[src/rtl/divisible_n_serial.sv]
// Bit-serial divisibility checker: keeps a running remainder of a WIDTH-bit operand modulo DIVISOR.
// Define DIVN_LSB_FIRST_EN for LSB-first operands (adds a weight register); default is MSB first.
module divisible_n_serial #(
  parameter int DIVISOR = 6,
  parameter int WIDTH   = 8,
  parameter int REM_W   = 3,
  parameter int CNT_W   = 4
) (
  input  logic             clk,
  input  logic             rst,
  input  logic             start,
  input  logic             bit_in,
  input  logic             bit_valid,
  output logic             busy,
  output logic             done,
  output logic             divisible,
  output logic [REM_W-1:0] remainder
);

  typedef enum logic [1:0] {
    IDLE  = 2'd0,
    SHIFT = 2'd1,
    DONE  = 2'd2
  } state_t;

  localparam logic [REM_W:0]   DIV_EXT  = (REM_W+1)'(DIVISOR);
  localparam logic [CNT_W-1:0] CNT_LAST = CNT_W'(WIDTH - 1);

  state_t             state_r, state_s;
  logic [REM_W-1:0]   rem_r, rem_s, rem_nx_s;
  logic [CNT_W-1:0]   cnt_r, cnt_s;
  logic               res_load_s;
  logic               busy_r, done_r, divisible_r;
  logic [REM_W-1:0]   remainder_r;

`ifdef DIVN_LSB_FIRST_EN
  localparam logic [REM_W-1:0] W_INIT = REM_W'(1 % DIVISOR);

  logic [REM_W-1:0] w_r, w_s, w_nx_s;
  logic [REM_W:0]   sum_s, dbl_s;

  // Next remainder and weight for an accepted LSB-first bit; both sums stay below 2*DIVISOR
  always_comb begin
    sum_s = {1'b0, rem_r} + (bit_in ? {1'b0, w_r} : {(REM_W+1){1'b0}});
    if (sum_s >= DIV_EXT) begin
      rem_nx_s = REM_W'(sum_s - DIV_EXT);
    end else begin
      rem_nx_s = sum_s[REM_W-1:0];
    end
    dbl_s = {w_r, 1'b0};
    if (dbl_s >= DIV_EXT) begin
      w_nx_s = REM_W'(dbl_s - DIV_EXT);
    end else begin
      w_nx_s = dbl_s[REM_W-1:0];
    end
  end
`else
  logic [REM_W:0] t_s;

  // Next remainder for an accepted MSB-first bit: 2*rem + bit is below 2*DIVISOR
  always_comb begin
    t_s = {rem_r, bit_in};
    if (t_s >= DIV_EXT) begin
      rem_nx_s = REM_W'(t_s - DIV_EXT);
    end else begin
      rem_nx_s = t_s[REM_W-1:0];
    end
  end
`endif

  // Next-state, datapath update and result-load decision
  always_comb begin
    state_s    = state_r;
    rem_s      = rem_r;
    cnt_s      = cnt_r;
    res_load_s = 1'b0;
`ifdef DIVN_LSB_FIRST_EN
    w_s        = w_r;
`endif
    case (state_r)
      IDLE, DONE: begin
        if (start) begin
          state_s = SHIFT;
          rem_s   = {REM_W{1'b0}};
          cnt_s   = {CNT_W{1'b0}};
`ifdef DIVN_LSB_FIRST_EN
          w_s     = W_INIT;
`endif
        end else begin
          state_s = IDLE;
        end
      end
      SHIFT: begin
        if (bit_valid) begin
          rem_s = rem_nx_s;
          cnt_s = cnt_r + CNT_W'(1);
`ifdef DIVN_LSB_FIRST_EN
          w_s   = w_nx_s;
`endif
          if (cnt_r == CNT_LAST) begin
            state_s    = DONE;
            res_load_s = 1'b1;
          end else begin
            state_s = SHIFT;
          end
        end else begin
          state_s = SHIFT;
        end
      end
      default: begin
        state_s = IDLE;
      end
    endcase
  end

  // State, datapath and registered outputs
  always_ff @(posedge clk or posedge rst) begin
    if (rst) begin
      state_r     <= IDLE;
      rem_r       <= {REM_W{1'b0}};
      cnt_r       <= {CNT_W{1'b0}};
      busy_r      <= 1'b0;
      done_r      <= 1'b0;
      divisible_r <= 1'b0;
      remainder_r <= {REM_W{1'b0}};
`ifdef DIVN_LSB_FIRST_EN
      w_r         <= W_INIT;
`endif
    end else begin
      state_r <= state_s;
      rem_r   <= rem_s;
      cnt_r   <= cnt_s;
      busy_r  <= (state_s == SHIFT);
      done_r  <= (state_s == DONE);
`ifdef DIVN_LSB_FIRST_EN
      w_r     <= w_s;
`endif
      if (res_load_s) begin
        remainder_r <= rem_s;
        divisible_r <= (rem_s == {REM_W{1'b0}});
      end else begin
        remainder_r <= remainder_r;
        divisible_r <= divisible_r;
      end
    end
  end

  assign busy      = busy_r;
  assign done      = done_r;
  assign divisible = divisible_r;
  assign remainder = remainder_r;

endmodule

[config.mk]
export PLATFORM = sky130hd
export DESIGN_NAME = divisible_n_serial
export DESIGN_NICKNAME = d
export VERILOG_FILES = /design/src/rtl/divisible_n_serial.sv
export SDC_FILE = /design/constraint.sdc
export NUM_CORES = 1
export LEC_CHECK = 0
export ABC_AREA = 1
export BUFFER_PORTS_ARGS = -buffer_cell sky130_fd_sc_hd__buf_2
export CAP_MARGIN = 20
export CORE_AREA = 2 2 42 44
export DETAILED_ROUTE_END_ITERATION = 16
export DIE_AREA = 0 0 44 46
export PLACE_DENSITY_LB_ADDON = 0.08
export SLEW_MARGIN = 20
export SYNTH_ARGS = -nofsm -noshare
export SYNTH_HDL_FRONTEND = slang
export SYNTH_SLANG_ARGS = --single-unit
export TNS_END_PERCENT = 50
[constraint.sdc]
create_clock -name clk -period 1.43 [get_ports clk]
set_clock_uncertainty 0.2 [all_clocks]
set_input_delay 0.2145 -clock clk [delete_from_list [all_inputs] [get_ports clk]]
set_output_delay 0.2145 -clock clk [all_outputs]
set_load 0.1 [all_outputs]
==> summary.md, run 1 <==
| Metric | Value |
|---|---|
| LEAKAGE | 0.556 nW |
| Max-slew headroom | 85.6% |
| CTS Sinks | 15 |
| FF+latch count, synth | 15 |
| Required time of the worst setup path | 1.45 ns |
| Ranking of synthesized cells by area | dfrtp_1 52%, nand2_1 13%, inv_1 5.7%, nand3_1 4.8%, a21oi_1 4.1% |
| Setup violators final | 0 |
| Top cell type's share of synthesized area | 51.5% |
| Bufs on Longest Clock Path | 2 |
| Max-cap violations | 0 |
| Critical Path AT | 1.42 ns |
| Final worst-path cycle share | 97.7% |
| Slew Limit Fails | 0 |
| Die Width | 44 µm |
| Slack of the worst reg-to-reg path | 0.03 ns |
| Initial antenna violation count | 0 |
| Switch share | 46.9% |
| Top-count cell post-synth | nand2_1 |
| Worst Tran Pin Value | 0.216 ns |
| Sequential element share of the synthesized area | 51.5% |
| Synth Warn # | 0 |
| Final Hold Viols | 0 |
| Sequential share of power | 31.3% |
| Fin nets | 122 |
| Initial Utilization | 45.1% |
| Largest net degree at the start of global routing | 16 |
| Root Buffer | clkbuf_4 |
| Via density | 4.64 |
| Footprint of the multi-input gates | 323 µm² |
| Cell variety after synth | 17 |
| Vias in the first global route | 578 |
| Drt pass-1 iters | 3 |
| Crit start category | flop |
| Clock-pin slew on the worst setup and hold paths | 0.09 ns |
| DRT iter0 DRCs | 4 |
| Total gr overflow | 0 |
| Dominant synthesized flop cell | dfrtp_1 |
| Crit-path max FO | 8 |
| Final Non-Filler Cells | 132 |
| Mapped Area | 728 µm² |
| Final core utilization | 65.7% |
| Gpl congestion | 0.814 |
| Num rows | 15 |
| Post-DP HPWL | 1050 µm |
| Dominant cell type by area after synthesis | dfrtp_1 |
| Final min period | 1.40 ns |
| Post-DR wirelength/cell | 11.9 µm |
| Global-route wire length before repair | 2450 µm |
| Area Growth Syn to Fin | 45.5% |
| Maximum VDD drop | 1.55 mV |
| Number of remaining DRC errors | 0 |
| Max Clk Rate | 0.716 GHz |
| DIE HEIGHT | 46 µm |
| Register area | 375 µm² |
| Ant diodes | 0 |
| H-tree Lvls | 1 |
| Port Buffer Count | 10 |
| Critical path class | reg2reg |
| Hold Path Class | in2reg |
| Mean Syn Cell Area | 8.37 µm² |
| RSZ-0062 raised after global routing | yes |
| Die area | 0.00202 mm² |
| Logic pwr share | 58.4% |
| Post-Synthesis Cells | 87 |
| Finished Cell Area | 0.00106 mm² |
| Int Pwr | 1.20 mW |
| Inst Count DP | 119 |
| Syn nets | 93 |
| Switching pwr | 1.06 mW |
| Number of synthesized flops with an enable pin | 0 |
| Antenna Nets Post-Route | 0 |
| Number of top-level pins | 11 |
| CTS tree | built |
| Cts bufs inserted | 3 |
| Clock network fraction of total power | 10.3% |
| CP endpoint kind | flop |
| WL final | 1580 µm |
| Via count | 613 |
| Worst-Skew Late Latency | 0.27 ns |
| Share of cells above drive strength 1 | 40.0% |
| Cell Area, Placed | 923 µm² |
| Status | finished clean |
| All-Layer GR Usage | 17.3% |
| Filler cell count | 139 |
| FFs w/ async S/R, synth | 100% |
| Most frequent cells after synthesis | 26 x nand2_1, 15 x dfrtp_1, 11 x inv_1, 7 x nand3_1 |
| PD cells | 2140 mW/mm² |
| Core Box Area | 0.00161 mm² |
==> worst paths after layout <==
path,start,to,cells after the start
max,cnt_r[0]$_DFFE_PP0P_,divisible$_DFFE_PP0P_,7
min,bit_valid,cnt_r[1]$_DFFE_PP0P_,3
max reg2reg,cnt_r[0]$_DFFE_PP0P_,divisible$_DFFE_PP0P_,7
min reg2reg,divisible$_DFFE_PP0P_,divisible$_DFFE_PP0P_,2
max in group asynchronous,rst,cnt_r[3]$_DFFE_PP0P_,4
min in group asynchronous,rst,remainder[0]$_DFFE_PP0P_,4
==> cells by family after synthesis <==
logic type / count (synthesis) / share of synthesized area [%]
AND/OR/NAND/NOR: 44 / 28.7
XOR/XNOR: 1 / 1.20
buffers and inverters: 14 / 8.59
flip-flops: 15 / 51.5
adder cells (fa/ha/maj): 1 / 1.72
AO/OA/AOI/OAI: 12 / 8.25
==> state kept, by name, indices dropped and copies added (netlist names) <==
name and count:
busy 1, cnt_r 4, divisible 1, done 1, rem_r 3, remainder 3, state_r 2
==> worst max-delay path: stages (launching register included) <==
cell,delay [ns]
dfrtp_1,0.36
ha_2,0.19
nand2_2,0.07
nor3_4,0.17
nand2_4,0.12
nor2_4,0.11
nand3_2,0.07
nand2_1,0.06
==> area by class of cell <==
cell class | count | area share [%]
clock buffer | 3 | 2.13
clock inverter | 1 | 0.472
inverter | 13 | 4.84
multi-input combinational | 58 | 30.5
sequential | 15 | 35.4
tap | 17 | 2.01
timing repair buffer | 25 | 24.7
==> cell usage in the layout (no fill, tap or decap) <==
cell            n
nand3_1         5
a21oi_1         4
buf_12          6
inv_1           8
a21oi_2         2
nor2_2          2
xnor2_1         1
nand2_2         3
buf_6           1
nor3_4          1
clkinv_2        1
nor2_1          4
buf_2           4
buf_4          12
inv_2           4
o21ai_0         3
dfrtp_1        15
dlygate4sd3_1   2
nor2_4          2
nand2_1        24
ha_2            1
o21ai_1         3
nand2_4         1
inv_4           1
nand3_2         2
clkbuf_4        3
==> repair_timing <==
item	in CTS	in global routing
endpoints found under the setup margin	3	10
setup buffers	0	7
gates resized for setup	3	13
endpoints found under the hold margin	16	0
hold buffers	2	0
pin swaps	4	5
==> metal layers <==
metal  up-vias  GRT usage (%)  wire, µm
li1        326              -         -
met1       277           24.3       781
met2         8           26.2       738
met3         2           2.38        37
met4         0           9.09        20
met5         -              0         0
==> per-stage QoR <==
stage	hold WS, ns	setup slack (ns)	setup TNS (ns)	total power [mW]
after detailed placement	0.0271	-0.0257	-0.0257	1.84
after global placement	0.0210	0.0262	0	1.82
after floorplan	-0.0840	0.0371	0	1.41
final	0.108	0.0333	0	2.26
after CTS	0.0990	-0.0240	-0.0422	2.11
after global routing	0.133	-0.0645	-0.285	2.42
==> power by group through the flow <==
| stage | Clock [mW] | Combinational, mW | Sequential [mW] |
|---|---|---|---|
| final | 0.234 | 1.32 | 0.709 |
| after global routing | 0.264 | 1.43 | 0.727 |
| after CTS | 0.241 | 1.16 | 0.705 |
| after detailed placement | 0 | 1.13 | 0.708 |
| after global placement | 0 | 1.12 | 0.702 |
| after floorplan | 0 | 0.382 | 1.03 |
Note: power is estimated with default switching activity, not from simulation.
==> inputs of run 2 (changes only) <==
--- a/config.mk
+++ b/config.mk
@@ -11,7 +11,9 @@
 export CORE_AREA = 2 2 42 44
 export DETAILED_ROUTE_END_ITERATION = 16
 export DIE_AREA = 0 0 44 46
+export GPL_ROUTABILITY_DRIVEN = 0
 export PLACE_DENSITY_LB_ADDON = 0.08
+export RECOVER_POWER = 50
 export SLEW_MARGIN = 20
 export SYNTH_ARGS = -nofsm -noshare
 export SYNTH_HDL_FRONTEND = slang
==> constraint.sdc (replaced) <==
create_clock -name clk -period 1.43 [get_ports clk]
set_clock_uncertainty 0.2 [all_clocks]
set_input_delay 0.2145 -clock clk [delete_from_list [all_inputs] [get_ports clk]]
set_output_delay 0.2145 -clock clk [all_outputs]
set_load 0.05 [all_outputs]
==> run 2 against run 1 <==
  * Via count increased by 1.3%
  * Final cell count is 1.5% lower
  * Sequential power fell by 5.5%
  * First-iteration DRC count increased by 100%
  * Die area stayed put
  * Clock power barely moved
  * Fmax shrank 0.14%
  * Worst hold slack worse by 0.0088 ns
  * Global-route usage down 1.7 points
  * Flip-flop and latch count unchanged
  * Count of clock-buffer cells in the layout increased by 1
  * Utilization shrank 7.4 points
  * Critical path type unchanged
  * Largest cell class unchanged
==> summary.md, run 2 (synthesis results as in run 1) <==
| Metric | Value |
|---|---|
| Worst Tran Pin Value | 0.361 ns (was 0.216 ns) |
| Crit path max-delay cell type | dfrtp_1 (unchanged) |
| Setup violators final | 0 (unchanged) |
| Total Power | 1.78 mW (was 2.26 mW) |
| Largest net degree at the start of global routing | 16 (unchanged) |
| Bufs on Longest Clock Path | 2 (unchanged) |
| Die Width | 44 µm (unchanged) |
| RR Startpoint | cnt_r[1]$_DFFE_PP0P_ (was cnt_r[0]$_DFFE_PP0P_) |
| Fin nets | 120 (was 122) |
| Die area | 0.00202 mm² (unchanged) |
| CP max stage delay | 0.36 ns (about the same) |
| PD cells | 1890 mW/mm² (was 2140 mW/mm²) |
| Crit-path cells | ha_2 -> nand2_4 -> nor3_4 -> nand2_4 -> nor2_4 -> nand3_1 -> nand2_1 (was ha_2 -> nand2_2 -> nor3_4 -> nand2_4 -> nor2_4 -> nand3_2 -> nand2_1) |
| CTS Sinks | 15 (unchanged) |
| Num rows | 15 (unchanged) |
| Number of top-level pins | 11 (unchanged) |
| Most common cell after layout, fill and taps aside | nand2_1 (unchanged) |
| Register bank with the most flops | cnt_r (unchanged) |
| Max reg flops | 4 (unchanged) |
| Slew Limit Fails | 0 (unchanged) |
| Worst r2r dst | divisible$_DFFE_PP0P_ (unchanged) |
| Final min period | 1.40 ns (about the same) |
| LEAKAGE | 0.524 nW (was 0.556 nW) |
| DIE HEIGHT | 46 µm (unchanged) |
| Global-route wire length before repair | 2170 µm (was 2450 µm) |
| Final worst-path cycle share | 97.8% (was 97.7%) |
| Via density | 4.78 (was 4.64) |
| Post-DR wirelength/cell | 10.7 µm (was 11.9 µm) |
| Max-cap violations | 0 (unchanged) |
| Ant diodes | 0 (unchanged) |
| Core Box Area | 0.00161 mm² (unchanged) |
| Setup crit start | cnt_r[1]$_DFFE_PP0P_ (was cnt_r[0]$_DFFE_PP0P_) |
| Root Buffer | clkbuf_4 (unchanged) |
| Antenna Nets Post-Route | 0 (unchanged) |
| Final core utilization | 58.2% (was 65.7%) |
| Max Clk Rate | 0.715 GHz (was 0.716 GHz) |
| CP endpoint kind | flop (unchanged) |
| Total gr overflow | 0 (unchanged) |
| Initial antenna violation count | 0 (unchanged) |
| Critical path class | reg2reg (unchanged) |
| Via count | 621 (was 613) |
| Cts bufs inserted | 3 (unchanged) |
| H-tree Lvls | 1 (unchanged) |
| Number of remaining DRC errors | 0 (unchanged) |
| Final Hold Viols | 0 (unchanged) |
| DRT iter0 DRCs | 8 (was 4) |
| Drt pass-1 iters | 4 (was 3) |
| Most used cell, CP | nand2_4 |
| Required time of the worst setup path | 1.45 ns (about the same) |
| Clock-pin slew on the worst setup and hold paths | 0.08 ns (was 0.09 ns) |
| Port Buffer Count | 10 (unchanged) |
| Initial Utilization | 45.1% (unchanged) |
| WL final | 1390 µm (was 1580 µm) |
| Share of cells above drive strength 1 | 32.7% (was 40.0%) |
| Critical Path AT | 1.41 ns (was 1.42 ns) |
| Area Growth Syn to Fin | 29.0% (was 45.5%) |
| Most frequent cells in the layout | 24 x nand2_1, 15 x dfrtp_1, 11 x inv_1, 10 x buf_2, 10 x buf_4 (was 24 x nand2_1, 15 x dfrtp_1, 12 x buf_4, 8 x inv_1, 6 x buf_12) |
| Slack of the worst reg-to-reg path | 0.03 ns (about the same) |
| Max-slew headroom | 75.9% (was 85.6%) |
| Status | finished clean (unchanged) |
| End point of the critical path | divisible$_DFFE_PP0P_ (unchanged) |
| R2R depth | 7 (unchanged) |
| Crit-path max FO | 8 (unchanged) |
| RSZ-0062 raised after global routing | yes (unchanged) |
| Post-DP HPWL | 1000 µm (was 1050 µm) |
| Worst-Skew Late Latency | 0.27 ns (about the same) |
| Maximum VDD drop | 0.957 mV (was 1.55 mV) |
| Vias in the first global route | 518 (was 578) |
| CTS tree | built (unchanged) |
| Crit start category | flop (unchanged) |
| Hold Path Class | in2reg (unchanged) |
| All-Layer GR Usage | 15.7% (was 17.3%) |
run 2: critical path, delay by kind of cell, from the launching register on:
family                     cells  cell delay (ns)
DFF                            1             0.36
and+or+nand+nor                6             0.57
adders and majority gates      1             0.21
run 2: through the flow:
step                      std cells  hold WS, ns  setup slack [ns]  setup TNS, ns  area, µm²
after floorplan                  87      -0.0840            0.0387              0        728
after global placement          118       0.0193            0.0208              0        826
after detailed placement        118       0.0320           -0.0373        -0.0373        826
after CTS                       126       0.0949           -0.0235        -0.0278        897
after global routing            130       0.0969           -0.0611         -0.243        940
final                           130       0.0996            0.0313              0        940
run 2: power breakdown:
| part | internal [mW] | total (mW) | switching, mW |
|---|---|---|---|
| Sequential | 0.570 | 0.670 | 0.100 |
| Combinational | 0.323 | 0.879 | 0.556 |
| Clock | 0.108 | 0.231 | 0.123 |
| Total | 1.00 | 1.78 | 0.779 |
run 2: how the worst min path moves through the flow:
| stage | startpoint | endpoint | slack, ns | cells after the start |
|---|---|---|---|---|
| 3_3_place_gp | rst | done$_DFF_PP0_ | 0.02 | 3 |
| 6_report | bit_valid | cnt_r[1]$_DFFE_PP0P_ | 0.1 | 3 |
| 3_5_place_dp | rst | cnt_r[1]$_DFFE_PP0P_ | 0.03 | 3 |
| 2_1_floorplan | rst | busy$_DFF_PP0_ | -0.08 | 1 |
| 5_1_grt | bit_valid | cnt_r[1]$_DFFE_PP0P_ | 0.1 | 3 |
| 4_1_cts | bit_valid | cnt_r[1]$_DFFE_PP0P_ | 0.09 | 3 |
run 2: final cells by class:
| class | count | area, µm² |
|---|---|---|
| Multi-Input combinational cell | 58 | 315 |
| Clock buffer | 4 | 26.3 |
| Tap cell | 17 | 21.3 |
| Timing Repair Buffer | 23 | 150 |
| Sequential cell | 15 | 375 |
| Fill cell | 169 | 674 |
| Inverter | 13 | 51.3 |
run 2: repair_timing:
action / CTS / global route
setup endpoints to repair: 1 / 12
setup buffers: 2 / 4
hold endpoints to repair: 16 / 0
gates resized for setup: 3 / 4
hold buffers: 2 / 0
pin swaps: 4 / 2
run 2: layer usage:
layer	routed length, µm	GRT usage (%)	part of all wire, %
met3	86	2.38	6.2
met2	611	22.1	44
met4	19	10.9	1.4
met1	669	22.1	48
met5	0	0	0
==> inputs of run 3 (changes only) <==
--- a/config.mk
+++ b/config.mk
@@ -6,7 +6,7 @@
 export NUM_CORES = 1
 export LEC_CHECK = 0
 export ABC_AREA = 1
-export BUFFER_PORTS_ARGS = -buffer_cell sky130_fd_sc_hd__buf_2
+export BUFFER_PORTS_ARGS = -buffer_cell sky130_fd_sc_hd__clkbuf_2
 export CAP_MARGIN = 20
 export CORE_AREA = 2 2 42 44
 export DETAILED_ROUTE_END_ITERATION = 16
==> run 3 against run 2 <==
  * Power increased by 0.78%
  * Utilization fell by 0.078 points
  * Clock power up 5%
  * Global-route usage increased by 0.44 points
==> summary.md, run 3 (synthesis results as in run 1) <==
| Metric | Value |
|---|---|
| Status | finished clean (unchanged) |
| RR Startpoint | cnt_r[1]$_DFFE_PP0P_ (unchanged) |
| All-Layer GR Usage | 16.1% (was 15.7%) |
| DIE HEIGHT | 46 µm (unchanged) |
| Slew Limit Fails | 0 (unchanged) |
| Die area | 0.00202 mm² (unchanged) |
| Via count | 599 (was 621) |
| Initial antenna violation count | 0 (unchanged) |
| Most frequent cells in the layout | 24 x nand2_1, 15 x dfrtp_1, 11 x clkbuf_2, 10 x inv_1, 10 x buf_4 (was 24 x nand2_1, 15 x dfrtp_1, 11 x inv_1, 10 x buf_2, 10 x buf_4) |
| Setup crit start | cnt_r[1]$_DFFE_PP0P_ (unchanged) |
| PD cells | 1910 mW/mm² (was 1890 mW/mm²) |
| Register bank with the most flops | cnt_r (unchanged) |
| Post-DP HPWL | 998 µm (was 1000 µm) |
| Global-route wire length before repair | 2270 µm (was 2170 µm) |
| Worst-Skew Late Latency | 0.28 ns (was 0.27 ns) |
| Number of remaining DRC errors | 0 (unchanged) |
| Worst Tran Pin Value | 0.353 ns (was 0.361 ns) |
| Largest net degree at the start of global routing | 16 (unchanged) |
| R2R depth | 7 (unchanged) |
| Total gr overflow | 0 (unchanged) |
| Die Width | 44 µm (unchanged) |
| Crit-path max FO | 8 (unchanged) |
| DP Worst Slack | -0.0281 ns (was -0.0373 ns) |
| Post-DR wirelength/cell | 10.4 µm (was 10.7 µm) |
| Int Pwr | 1.00 mW (about the same) |
| Logic pwr share | 48.8% (was 49.4%) |
| Critical path class | reg2reg (unchanged) |
| Share of cells above drive strength 1 | 35.4% (was 32.7%) |
| Vias in the first global route | 545 (was 518) |
| Num rows | 15 (unchanged) |
| Root Buffer | clkbuf_4 (unchanged) |
| Core Box Area | 0.00161 mm² (unchanged) |
| DRT iter0 DRCs | 6 (was 8) |
| Via density | 4.61 (was 4.78) |
| Crit start category | flop (unchanged) |
| Port Buffer Count | 10 (unchanged) |
| Finished Cell Area | 938 µm² (was 940 µm²) |
| RSZ-0062 raised after global routing | yes (unchanged) |
| Crit-path cells | ha_2 -> nand2_2 -> nor3_4 -> nand2_4 -> nor2_4 -> nand3_1 -> nand2_1 (was ha_2 -> nand2_4 -> nor3_4 -> nand2_4 -> nor2_4 -> nand3_1 -> nand2_1) |
| Initial Utilization | 45.1% (unchanged) |
| CP max stage delay | 0.36 ns (about the same) |
| CTS tree | built (unchanged) |
| Maximum VDD drop | 0.825 mV (was 0.957 mV) |
| Largest delay contributor family on the critical path | simple AND/OR/NAND/NOR gates (unchanged) |
| CTS Sinks | 15 (unchanged) |
| Number of top-level pins | 11 (unchanged) |
| Hold Path Class | in2reg (unchanged) |
| Slack of the worst reg-to-reg path | 0.02 ns (was 0.03 ns) |
| Required time of the worst setup path | 1.46 ns (was 1.45 ns) |
| Max-cap violations | 0 (unchanged) |
| Bufs on Longest Clock Path | 2 (unchanged) |
| Antenna Nets Post-Route | 0 (unchanged) |
| End point of the critical path | divisible$_DFFE_PP0P_ (unchanged) |
| Max-slew headroom | 76.5% (was 75.9%) |
| Max Clk Rate | 0.709 GHz (was 0.715 GHz) |
| WL final | 1360 µm (was 1390 µm) |
| H-tree Lvls | 1 (unchanged) |
| Max reg flops | 4 (unchanged) |
| LEAKAGE | 0.515 nW (was 0.524 nW) |
| Switch share | 44.0% (was 43.8%) |
| Crit path max-delay cell type | dfrtp_1 (unchanged) |
| Clock network fraction of total power | 13.5% (was 13.0%) |
| Final Worst Setup Slack | 0.0202 ns (was 0.0313 ns) |
| Ant diodes | 0 (unchanged) |
| Drt pass-1 iters | 4 (unchanged) |
| Cts bufs inserted | 3 (unchanged) |
| Cell Area, Placed | 826 µm² (unchanged) |
| Sequential share of power | 37.7% (was 37.6%) |
| Area Growth Syn to Fin | 28.9% (was 29.0%) |
| Worst r2r dst | divisible$_DFFE_PP0P_ (unchanged) |
| Switching pwr | 790 µW (was 779 µW) |
| Final worst-path cycle share | 98.6% (was 97.8%) |
| CP Depth | 7 (unchanged) |
| Total Power | 1.79 mW (was 1.78 mW) |
| CP endpoint kind | flop (unchanged) |
| Critical Path AT | 1.44 ns (was 1.41 ns) |
| Final Hold Viols | 0 (unchanged) |
| Setup violators final | 0 (unchanged) |
| Fin nets | 120 (unchanged) |
| Most common cell after layout, fill and taps aside | nand2_1 (unchanged) |
| Buffers & Inverters on Critical Path | 0 (unchanged) |
| Clock-pin slew on the worst setup and hold paths | 0.09 ns (was 0.08 ns) |
| Final min period | 1.41 ns (was 1.40 ns) |
run 3: per-layer routing:
layer  vias to the layer above  routed length (µm)  GRT usage (%)
li1                        325                   -              -
met1                       259                 675           22.3
met2                        11                 599           23.2
met3                         4                  57           4.76
met4                         0                  24           7.27
met5                         -                   0              0
run 3: how the worst min path moves through the flow:
| stage | startpoint | end | slack [ns] | depth (start not counted) |
|---|---|---|---|---|
| 6_report | bit_valid | cnt_r[1]$_DFFE_PP0P_ | 0.12 | 3 |
| 5_1_grt | bit_valid | cnt_r[1]$_DFFE_PP0P_ | 0.16 | 3 |
| 4_1_cts | start | state_r[0]$_DFF_PP0_ | 0.13 | 4 |
| 3_5_place_dp | rst | done$_DFF_PP0_ | 0.009 | 3 |
| 3_3_place_gp | rst | done$_DFF_PP0_ | 0.001 | 3 |
| 2_1_floorplan | rst | busy$_DFF_PP0_ | -0.08 | 1 |
run 3: metrics by stage:
step                util (%)  instances  TNS (ns)  hold WS, ns
floorplan                  -         87         0      -0.0840
global route            58.1        130    -0.337        0.156
CTS                     55.9        126   -0.0373        0.131
global placement        51.2        118         0      0.00121
finish                  58.1        130         0        0.124
detailed placement      51.2        118   -0.0281      0.00891
run 3: cell type report:
type                    instances  area, µm²
flip-flops and latches         15        375
repair buffers                 23        150
multi-input cells              58        313
clock inverters                 1       5.00
well taps                      17       21.3
inverters                      13       51.3
fillers                       151        676
clock buffers                   3       22.5
run 3: what timing repair did:
action | in CTS | in global routing
endpoints found under the hold margin | 16 | 0
hold buffers | 2 | 0
setup buffers | 2 | 4
setup endpoints to repair | 2 | 11
gates resized for setup | 4 | 5
pin swaps | 3 | 5
run 3: power by group through the flow:
| stage | Combinational, mW | Clock [mW] | Sequential, mW |
|---|---|---|---|
| 2_1_floorplan | 0.382 | 0 | 0.842 |
| 3_3_place_gp | 0.764 | 0 | 0.674 |
| 3_5_place_dp | 0.762 | 0 | 0.681 |
| 4_1_cts | 0.812 | 0.249 | 0.676 |
| 5_1_grt | 0.983 | 0.272 | 0.698 |
| 6_report | 0.875 | 0.242 | 0.677 |
run 3: worst min-delay path, stage by stage:
cell and delay, ns:
clkbuf_2 0.18, nand3_1 0.13, nand2_1 0.05
